===== config.mk =====
export PLATFORM = sky130hd
export DESIGN_NAME = priority_grant_sequencer
export DESIGN_NICKNAME = d
export VERILOG_FILES = /design/src/rtl/priority_grant_pkg.sv /design/src/rtl/priority_onehot_pick.sv /design/src/rtl/priority_grant_sequencer.sv
export SDC_FILE = /design/constraint.sdc
export NUM_CORES = 1
export LEC_CHECK = 0
export CORE_MARGIN = 4
export CORE_UTILIZATION = 48
export DETAILED_ROUTE_END_ITERATION = 8
export PLACE_DENSITY_LB_ADDON = 0.15
export SYNTH_ARGS = -nofsm -noshare
export SYNTH_HDL_FRONTEND = slang
export SYNTH_HIERARCHICAL = 1
export SYNTH_SLANG_ARGS = --single-unit

===== constraint.sdc =====
create_clock -name clk -period 3.25 [get_ports clk]
set_clock_uncertainty 0.1 [all_clocks]
set_input_delay 0.65 -clock clk [delete_from_list [all_inputs] [get_ports clk]]
set_output_delay 0.65 -clock clk [all_outputs]
set_load 0.005 [all_outputs]

===== src/rtl/priority_grant_pkg.sv =====
// Shared types and helpers for the priority grant sequencer.
package priority_grant_pkg;

  localparam int DEFAULT_WIDTH = 8;
  localparam int MAX_WIDTH     = 256;

  typedef enum logic [0:0] {
    IDLE  = 1'b0,
    SERVE = 1'b1
  } state_e;

  // OR of set-bit positions; exact for a one-hot (or zero) input.
  function automatic logic [7:0] onehot_to_index(input logic [MAX_WIDTH-1:0] onehot);
    logic [7:0] idx;
    idx = '0;
    for (int i = 0; i < MAX_WIDTH; i++) begin
      if (onehot[i]) idx = idx | 8'(i);
    end
    return idx;
  endfunction

endpackage


===== src/rtl/priority_onehot_pick.sv =====
// One-hot of the highest set bit of i_vec, or of the lowest when
// PRIORITY_GRANT_SEQUENCER_LSB_FIRST_EN is defined. Purely combinational.
module priority_onehot_pick #(
  parameter int WIDTH = 8
) (
  input  logic [WIDTH-1:0] i_vec,
  output logic [WIDTH-1:0] o_onehot
);

  logic w_found;

  always_comb begin
    o_onehot = '0;
    w_found  = 1'b0;
`ifdef PRIORITY_GRANT_SEQUENCER_LSB_FIRST_EN
    for (int i = 0; i < WIDTH; i++) begin
`else
    for (int i = WIDTH - 1; i >= 0; i--) begin
`endif
      if (i_vec[i] && !w_found) begin
        o_onehot[i] = 1'b1;
        w_found     = 1'b1;
      end
    end
  end

endmodule


===== src/rtl/priority_grant_sequencer.sv =====
// Drains an accepted request vector as one-hot grants, one per output handshake.
// MSB first by default; PRIORITY_GRANT_SEQUENCER_LSB_FIRST_EN selects LSB first.
module priority_grant_sequencer
  import priority_grant_pkg::*;
#(
  parameter int WIDTH = DEFAULT_WIDTH,
  parameter int IDXW  = $clog2(WIDTH)
) (
  input  logic             clk,
  input  logic             reset,
  input  logic             in_valid,
  output logic             in_ready,
  input  logic [WIDTH-1:0] in_vec,
  output logic             out_valid,
  input  logic             out_ready,
  output logic [WIDTH-1:0] out_grant,
  output logic [IDXW-1:0]  out_index,
  output logic             out_last,
  output logic             busy
);

  state_e           r_state;
  logic [WIDTH-1:0] r_pending;
  logic [WIDTH-1:0] w_pick;
  logic             w_serve;
  logic             w_last;
  logic             w_accept;
  logic             w_fire;

  priority_onehot_pick #(.WIDTH(WIDTH)) u_pick (
    .i_vec    (r_pending),
    .o_onehot (w_pick)
  );

  assign w_serve = (r_state == SERVE);
  // Exactly one bit pending when the picked bit is the whole register.
  assign w_last  = w_serve && (r_pending == w_pick);

  assign in_ready  = !w_serve || (out_ready && w_last);
  assign out_valid = w_serve;
  assign out_grant = w_serve ? w_pick : '0;
  assign out_index = w_serve ? IDXW'(onehot_to_index(MAX_WIDTH'(w_pick))) : '0;
  assign out_last  = w_last;
  assign busy      = |r_pending;

  assign w_accept = in_valid && in_ready;
  assign w_fire   = w_serve && out_ready;

  always_ff @(posedge clk) begin
    if (reset) begin
      r_state   <= IDLE;
      r_pending <= '0;
    end else if (w_accept) begin
      // Accept while serving only happens on the last grant, so overwriting is safe.
      r_pending <= in_vec;
      r_state   <= (in_vec != '0) ? SERVE : IDLE;
    end else if (w_fire) begin
      r_pending <= r_pending & ~w_pick;
      if (w_last) r_state <= IDLE;
    end
  end

endmodule


==> results.ini, run 1 <==
[timing]
fin_crit_ps=3200
fin_ws_ps=54.7
max_freq_mhz=313
tns_ps=0
maxSlewViolCount=0
hold_ws_ps=548
fin_crit_sh_pct=98.3
finalSetupViolCount=0
hold_violations=0
relSlewSlack_pct=36.6
rsz0062_at_grt=yes
tightest_slew_ps=950

[layout]
final_common_cell=clkdlybuf4s50_1
antenna_cells=0
final_cell_mix=clkdlybuf4s50_1, inv_1, buf_4, or4_1, nor3b_1
nets=179
multiInputGateArea_sq_um=776
regArea_sq_um=181
drive_above_1_share_pct=21.5
areaGrowthSynthToFinish_pct=48.0
utilization_pct=75.3
nFillCells=158

[synth]
synthesis.nets=136
ys_seq_area_share_pct=18.0
syn_area_sq_um=998
netlist_instances=116
syn_area_per_cell_sq_um=8.61
synth_cell_types=28
synth-seq-cells=9
synth_warnings=6

[clock_tree]
htree_levels=1
clock_latency_ps=270
cts.clk_slew.worst_paths_ps=70
cts_tree=yes
cts_root_buffer=clkbuf_4
ctsHoldBuffers=0
cts_buffers=3
clockBufferDepth=2
cts.sinks=9

[grt]
grt_max_degree=33
grt_antenna_before_repair=0
grt_pass1_wl_um=4910
overflow=0
grt_pass1_vias=1105
grt_util_all_layers_pct=23.1

[routing]
via_per_inst=6.02
first_pass_iters=4
drc=0
ant_nets=0
finalWirelength_um=2990
num_vias=1114
drt-initial-drc-count=29
routedWlPerCell_um=16.2

[critical_path]
critical_path_class=reg -> out
setup.worst_path.start=r_pending[6]
critPathMaxFanout=4
timing.rr.end=r_pending[6]
startpoint_type=register
r2r-start=r_pending[6]
crit_end=in_ready
reg2reg_depth=10
cp_data_required_time_ps=2500
rrSetupSlack_ps=310
worstPathArrival_ps=2450
worstSetupEndpointType=primary output

[power_and_ir_drop]
p_leak_nw=0.552
power_density_nw_per_um2=339
ir_drop_v=0.000271

[floorplanning]
io_pins=27
start_util_pct=50.9
core_area_sq_um=1960
die_y_um=53.6
die-area_sq_um=2870
die_x_um=53.6
fp-row-count=16

[placed_design]
gp_congestion=0.870
place_ws_ps=-84.4
hpwl_um=2150
port_buffers=26

[status]
status=completed

[job]
maxCapViolations=0

[hold_path]
hp-class=reg -> reg
hp-start=r_pending[1]

[synth_stat cells]
| library cell | instances | area (sq um) |
|---|---|---|
| or4_4 | 1 | 11.3 |
| nand2b_1 | 1 | 6.26 |
| nor2_1 | 2 | 7.51 |
| nor4b_1 | 1 | 8.76 |
| a21oi_1 | 1 | 5.00 |
| o41a_1 | 3 | 33.8 |
| buf_2 | 3 | 15.0 |
| nor4b_2 | 1 | 15.0 |
| mux2i_2 | 1 | 13.8 |
| or4_1 | 10 | 75.1 |
| nand4_1 | 2 | 12.5 |
| nand2_2 | 1 | 6.26 |
| and2_1 | 9 | 56.3 |
| o311a_1 | 8 | 80.1 |
| buf_4 | 2 | 15.0 |
| nor2b_1 | 1 | 6.26 |
| and4bb_1 | 6 | 75.1 |
| nor4bb_1 | 2 | 20.0 |
| inv_1 | 18 | 67.6 |
| o21ai_1 | 1 | 5.00 |
| dfxtp_1 | 9 | 180 |
| a2111oi_0 | 8 | 70.1 |
| o31ai_1 | 1 | 7.51 |
| ha_1 | 8 | 100 |
| nand2_1 | 2 | 7.51 |
| nor4_1 | 3 | 18.8 |
| nor3b_1 | 10 | 75.1 |
| clkbuf_1 | 1 | 3.75 |
[state kept, by name, summed over array words and instances (netlist names)]
name	cells
r_pending	8
out_valid	1
[logic make-up (layout without fill, tap and decap cells)]
| group | Yosys count | after routing | synth area share (%) |
|---|---|---|---|
| and+or+nand+nor | 52 | 52 | 40.2 |
| buffers and inverters | 24 | 66 | 10.1 |
| AOI/OAI and AO/OA | 22 | 22 | 20.2 |
| DFF | 9 | 9 | 18.0 |
| adders and majority gates | 8 | 8 | 10.0 |
| muxes | 1 | 1 | 1.38 |
[worst min path at each step]
stage | endpoint | depth (start not counted)
after CTS | r_pending[1] | 3
after global routing | r_pending[0] | 3
after detailed placement | r_pending[1] | 3
final | r_pending[1] | 3
after global placement | r_pending[1] | 3
after floorplan | r_pending[1] | 3
[where the power goes]
part / internal (mW) / switching [mW] / leakage [nW]
clock: 0.0456 / 0.0487 / 0.0177
sequential: 0.123 / 0.0228 / 0.0751
combinational: 0.139 / 0.123 / 0.459
total: 0.307 / 0.195 / 0.552
[stage by stage]
stage	power (mW)	instance area [sq um]	instances
2_1_floorplan	0.254	998	116
3_3_place_gp	0.354	1360	176
3_5_place_dp	0.359	1360	176
4_1_cts	0.485	1450	185
5_1_grt	0.536	1480	185
6_report	0.502	1480	185
[worst max-delay path: stages, from the launching register on]
cell	delay, ps
dfxtp_2	320
or4_4	590
nor4b_4	280
inv_1	70
ha_1	270
nand4_1	110
buf_4	170
o31ai_4	200
buf_2	160
[routing by layer]
metal	vias up	share of wire, %	GRT usage (%)
met4	0	2.1	8.94
met5	-	0	0
li1	546	-	-
met1	517	41	28.8
met3	8	6.1	3.05
met2	43	51	40.0
[cell type report]
class                   count  area share (%)
clock buffers               3            1.52
clock inverters             1           0.339
inverters                  18            4.57
multi-input cells          83            52.5
flip-flops and latches      9            12.3
well taps                  27            2.29
repair buffers             44            26.5
[timing repair]
item / CTS / global route
setup buffers: 5 / 0
resized for setup: 13 / 7
endpoints found under the setup margin: 2 / 2
pin swaps: 5 / 7
Note: power is estimated with default switching activity, not from simulation.
==> inputs of run 2 (changes only) <==
--- a/config.mk
+++ b/config.mk
@@ -5,8 +5,9 @@
 export SDC_FILE = /design/constraint.sdc
 export NUM_CORES = 1
 export LEC_CHECK = 0
+export ABC_AREA = 1
 export CORE_MARGIN = 4
-export CORE_UTILIZATION = 48
+export CORE_UTILIZATION = 47
 export DETAILED_ROUTE_END_ITERATION = 8
 export PLACE_DENSITY_LB_ADDON = 0.15
 export SYNTH_ARGS = -nofsm -noshare
==> results.ini, run 2 <==
[power_and_ir_drop]
ir_drop_v=0.000270
power_density_nw_per_um2=342
p_leak_nw=0.564

[clock_tree]
cts.clk_slew.worst_paths_ps=60
clockBufferDepth=2
clock_latency_ps=270
cts_tree=yes
cts_buffers=3
cts.sinks=9
post_cts_buffers=0
cts_root_buffer=clkbuf_4
htree_levels=1

[critical_path]
critPathMostFrequentCell=nand2_1
crit_family=simple AND/OR/NAND/NOR gates
cp.depth=10
crit_end=in_ready
timing.rr.end=r_pending[2]
reg2reg_depth=14
critPathMaxStageDelay_ps=510
startpoint_type=register
cp_cell_sequence=nor2_2 -> nand4_2 -> nor3_2 -> inv_1 -> ha_1 -> nand2_1 -> nor2_1 -> nand2_1 -> o21bai_4 -> clkdlybuf4s50_1
path_buf_inv=2
setup.worst_path.start=r_pending[6]
rrSetupSlack_ps=930
critical_path_class=reg -> out
worstSetupEndpointType=primary output
critPathMaxFanout=7
critPathSlowestCell=clkdlybuf4s50_1
worstPathArrival_ps=2380
cp_data_required_time_ps=2500
r2r-start=r_pending[6]

[grt]
grt_util_all_layers_pct=19.6
overflow=0
grt_antenna_before_repair=0
grt_pass1_vias=974
grt_max_degree=19
grt_pass1_wl_um=4020

[job]
maxCapViolations=0

[routing]
drt-initial-drc-count=19
first_pass_iters=4
num_vias=1020
finalWirelength_um=2340
via_per_inst=5.05
drc=0
routedWlPerCell_um=11.6
ant_nets=0

[hold_path]
hp-class=reg -> reg
min_path_cells=2

[floorplanning]
fp-row-count=16
die_y_um=53.2
die_x_um=53.2
start_util_pct=49.4
io_pins=27
die-area_sq_um=2830
core_area_sq_um=1940

[synth]
yosysTopAreaCell=dfxtp_1
synthesis.nets=169
synth_cell_types=24
synth-seq-cells=9
synth_warnings=6
synth_ff_type=dfxtp_1
netlist_instances=149
synth.top_cell.area_share_pct=18.8
yosysMostFrequentCell=inv_1
syn_area_per_cell_sq_um=6.44
syn_area_sq_um=960
ys_top_cells_by_count=inv_1, nand2_1, nor2_1
ys_seq_area_share_pct=18.8
async_reset_ff_share_pct=0
synth_edf_count=0
synthTopCellsByArea=dfxtp_1, inv_1, nand2_1, ha_1, nor2_1

[timing]
rsz0062_at_grt=no
maxSlewViolCount=0
hold_ws_ps=481
relSlewSlack_pct=71.9
max_freq_mhz=319
tightest_slew_ps=421
fin_crit_sh_pct=96.3
finalSetupViolCount=0
hold_violations=0
tns_ps=0
fin_crit_ps=3130

[layout]
final_area_sq_um=1240
multiInputGateArea_sq_um=599
nets=196
areaGrowthSynthToFinish_pct=29.6
largest_register_ffs=8
regArea_sq_um=183
top_register=r_pending
nFillCells=184
final_common_cell=inv_1
antenna_cells=0
final_cell_mix=inv_1, nand2_1, clkdlybuf4s50_1, nor2_1, nand3_1
drive_above_1_share_pct=14.3

[placed_design]
gp_congestion=0.869
dpl_cell_area_sq_um=1200
port_buffers=26
hpwl_um=1840

[status]
status=completed

## run 2: cell count changes in the layout (fill, tap and decap cells not counted), moves of 9 or more
cell / before / now
nor3b_1: 9 / 0
buf_4: 18 / 2
nor2_1: 1 / 21
or4_1: 10 / 0
inv_1: 18 / 31
nand2_1: 2 / 27
nand3_1: 0 / 10
## run 2: kinds of logic after synthesis
logic type | Yosys count | share of synthesized area, %
compound gates | 22 | 17.9
fa+ha+maj | 8 | 10.4
buf+inv | 39 | 20.6
flops | 9 | 18.8
simple gates | 71 | 32.3
## run 2: metal layers
metal / vias up / track usage [%] / share of wire [%]
li1: 526 / - / -
met1: 470 / 21.6 / 44
met2: 22 / 35.1 / 51
met3: 2 / 5.92 / 4.2
met4: 0 / 6.38 / 0.81
met5: - / 0 / 0
## run 2: timing repair
item	CTS	global route
hold buffers	0	0
endpoints found under the setup margin	0	2
resized for setup	0	7
## run 2: where the power goes
part | leakage, nW | internal [mW] | switching (mW)
Sequential | 0.0753 | 0.122 | 0.0212
Combinational | 0.474 | 0.0906 | 0.101
Clock | 0.0150 | 0.0475 | 0.0420
## run 2: through the flow
| stage | util, % | instances | setup WS [ps] | power [mW] |
|---|---|---|---|---|
| after floorplan | - | 149 | 808 | 0.273 |
| after global placement | 61.7 | 198 | 409 | 0.328 |
| after detailed placement | 61.7 | 198 | 307 | 0.333 |
| after CTS | 63.0 | 202 | 2.53 | 0.421 |
| after global routing | 64.0 | 202 | 3.16 | 0.460 |
| final | 64.0 | 202 | 120 | 0.425 |
## run 2: area by class of cell
class | count | area share, %
sequential | 9 | 14.7
timing repair buffer | 28 | 22.1
clock buffer | 4 | 2.11
inverter | 33 | 10.2
multi-input combinational | 101 | 48.2
tap | 27 | 2.72
## run 2: how the worst min path moves through the flow
stage	slack, ps	end	startpoint
after floorplan	420	r_pending[3]	r_pending[3]
after global placement	460	r_pending[3]	r_pending[3]
after detailed placement	460	r_pending[3]	r_pending[3]
after CTS	470	r_pending[3]	r_pending[3]
after global routing	520	r_pending[3]	r_pending[3]
final	480	r_pending[3]	r_pending[3]
## run 2: worst min-delay path: stages (launching register included)
cell and delay, ps:
dfxtp_1 350, o21ai_1 140, nor2_1 50
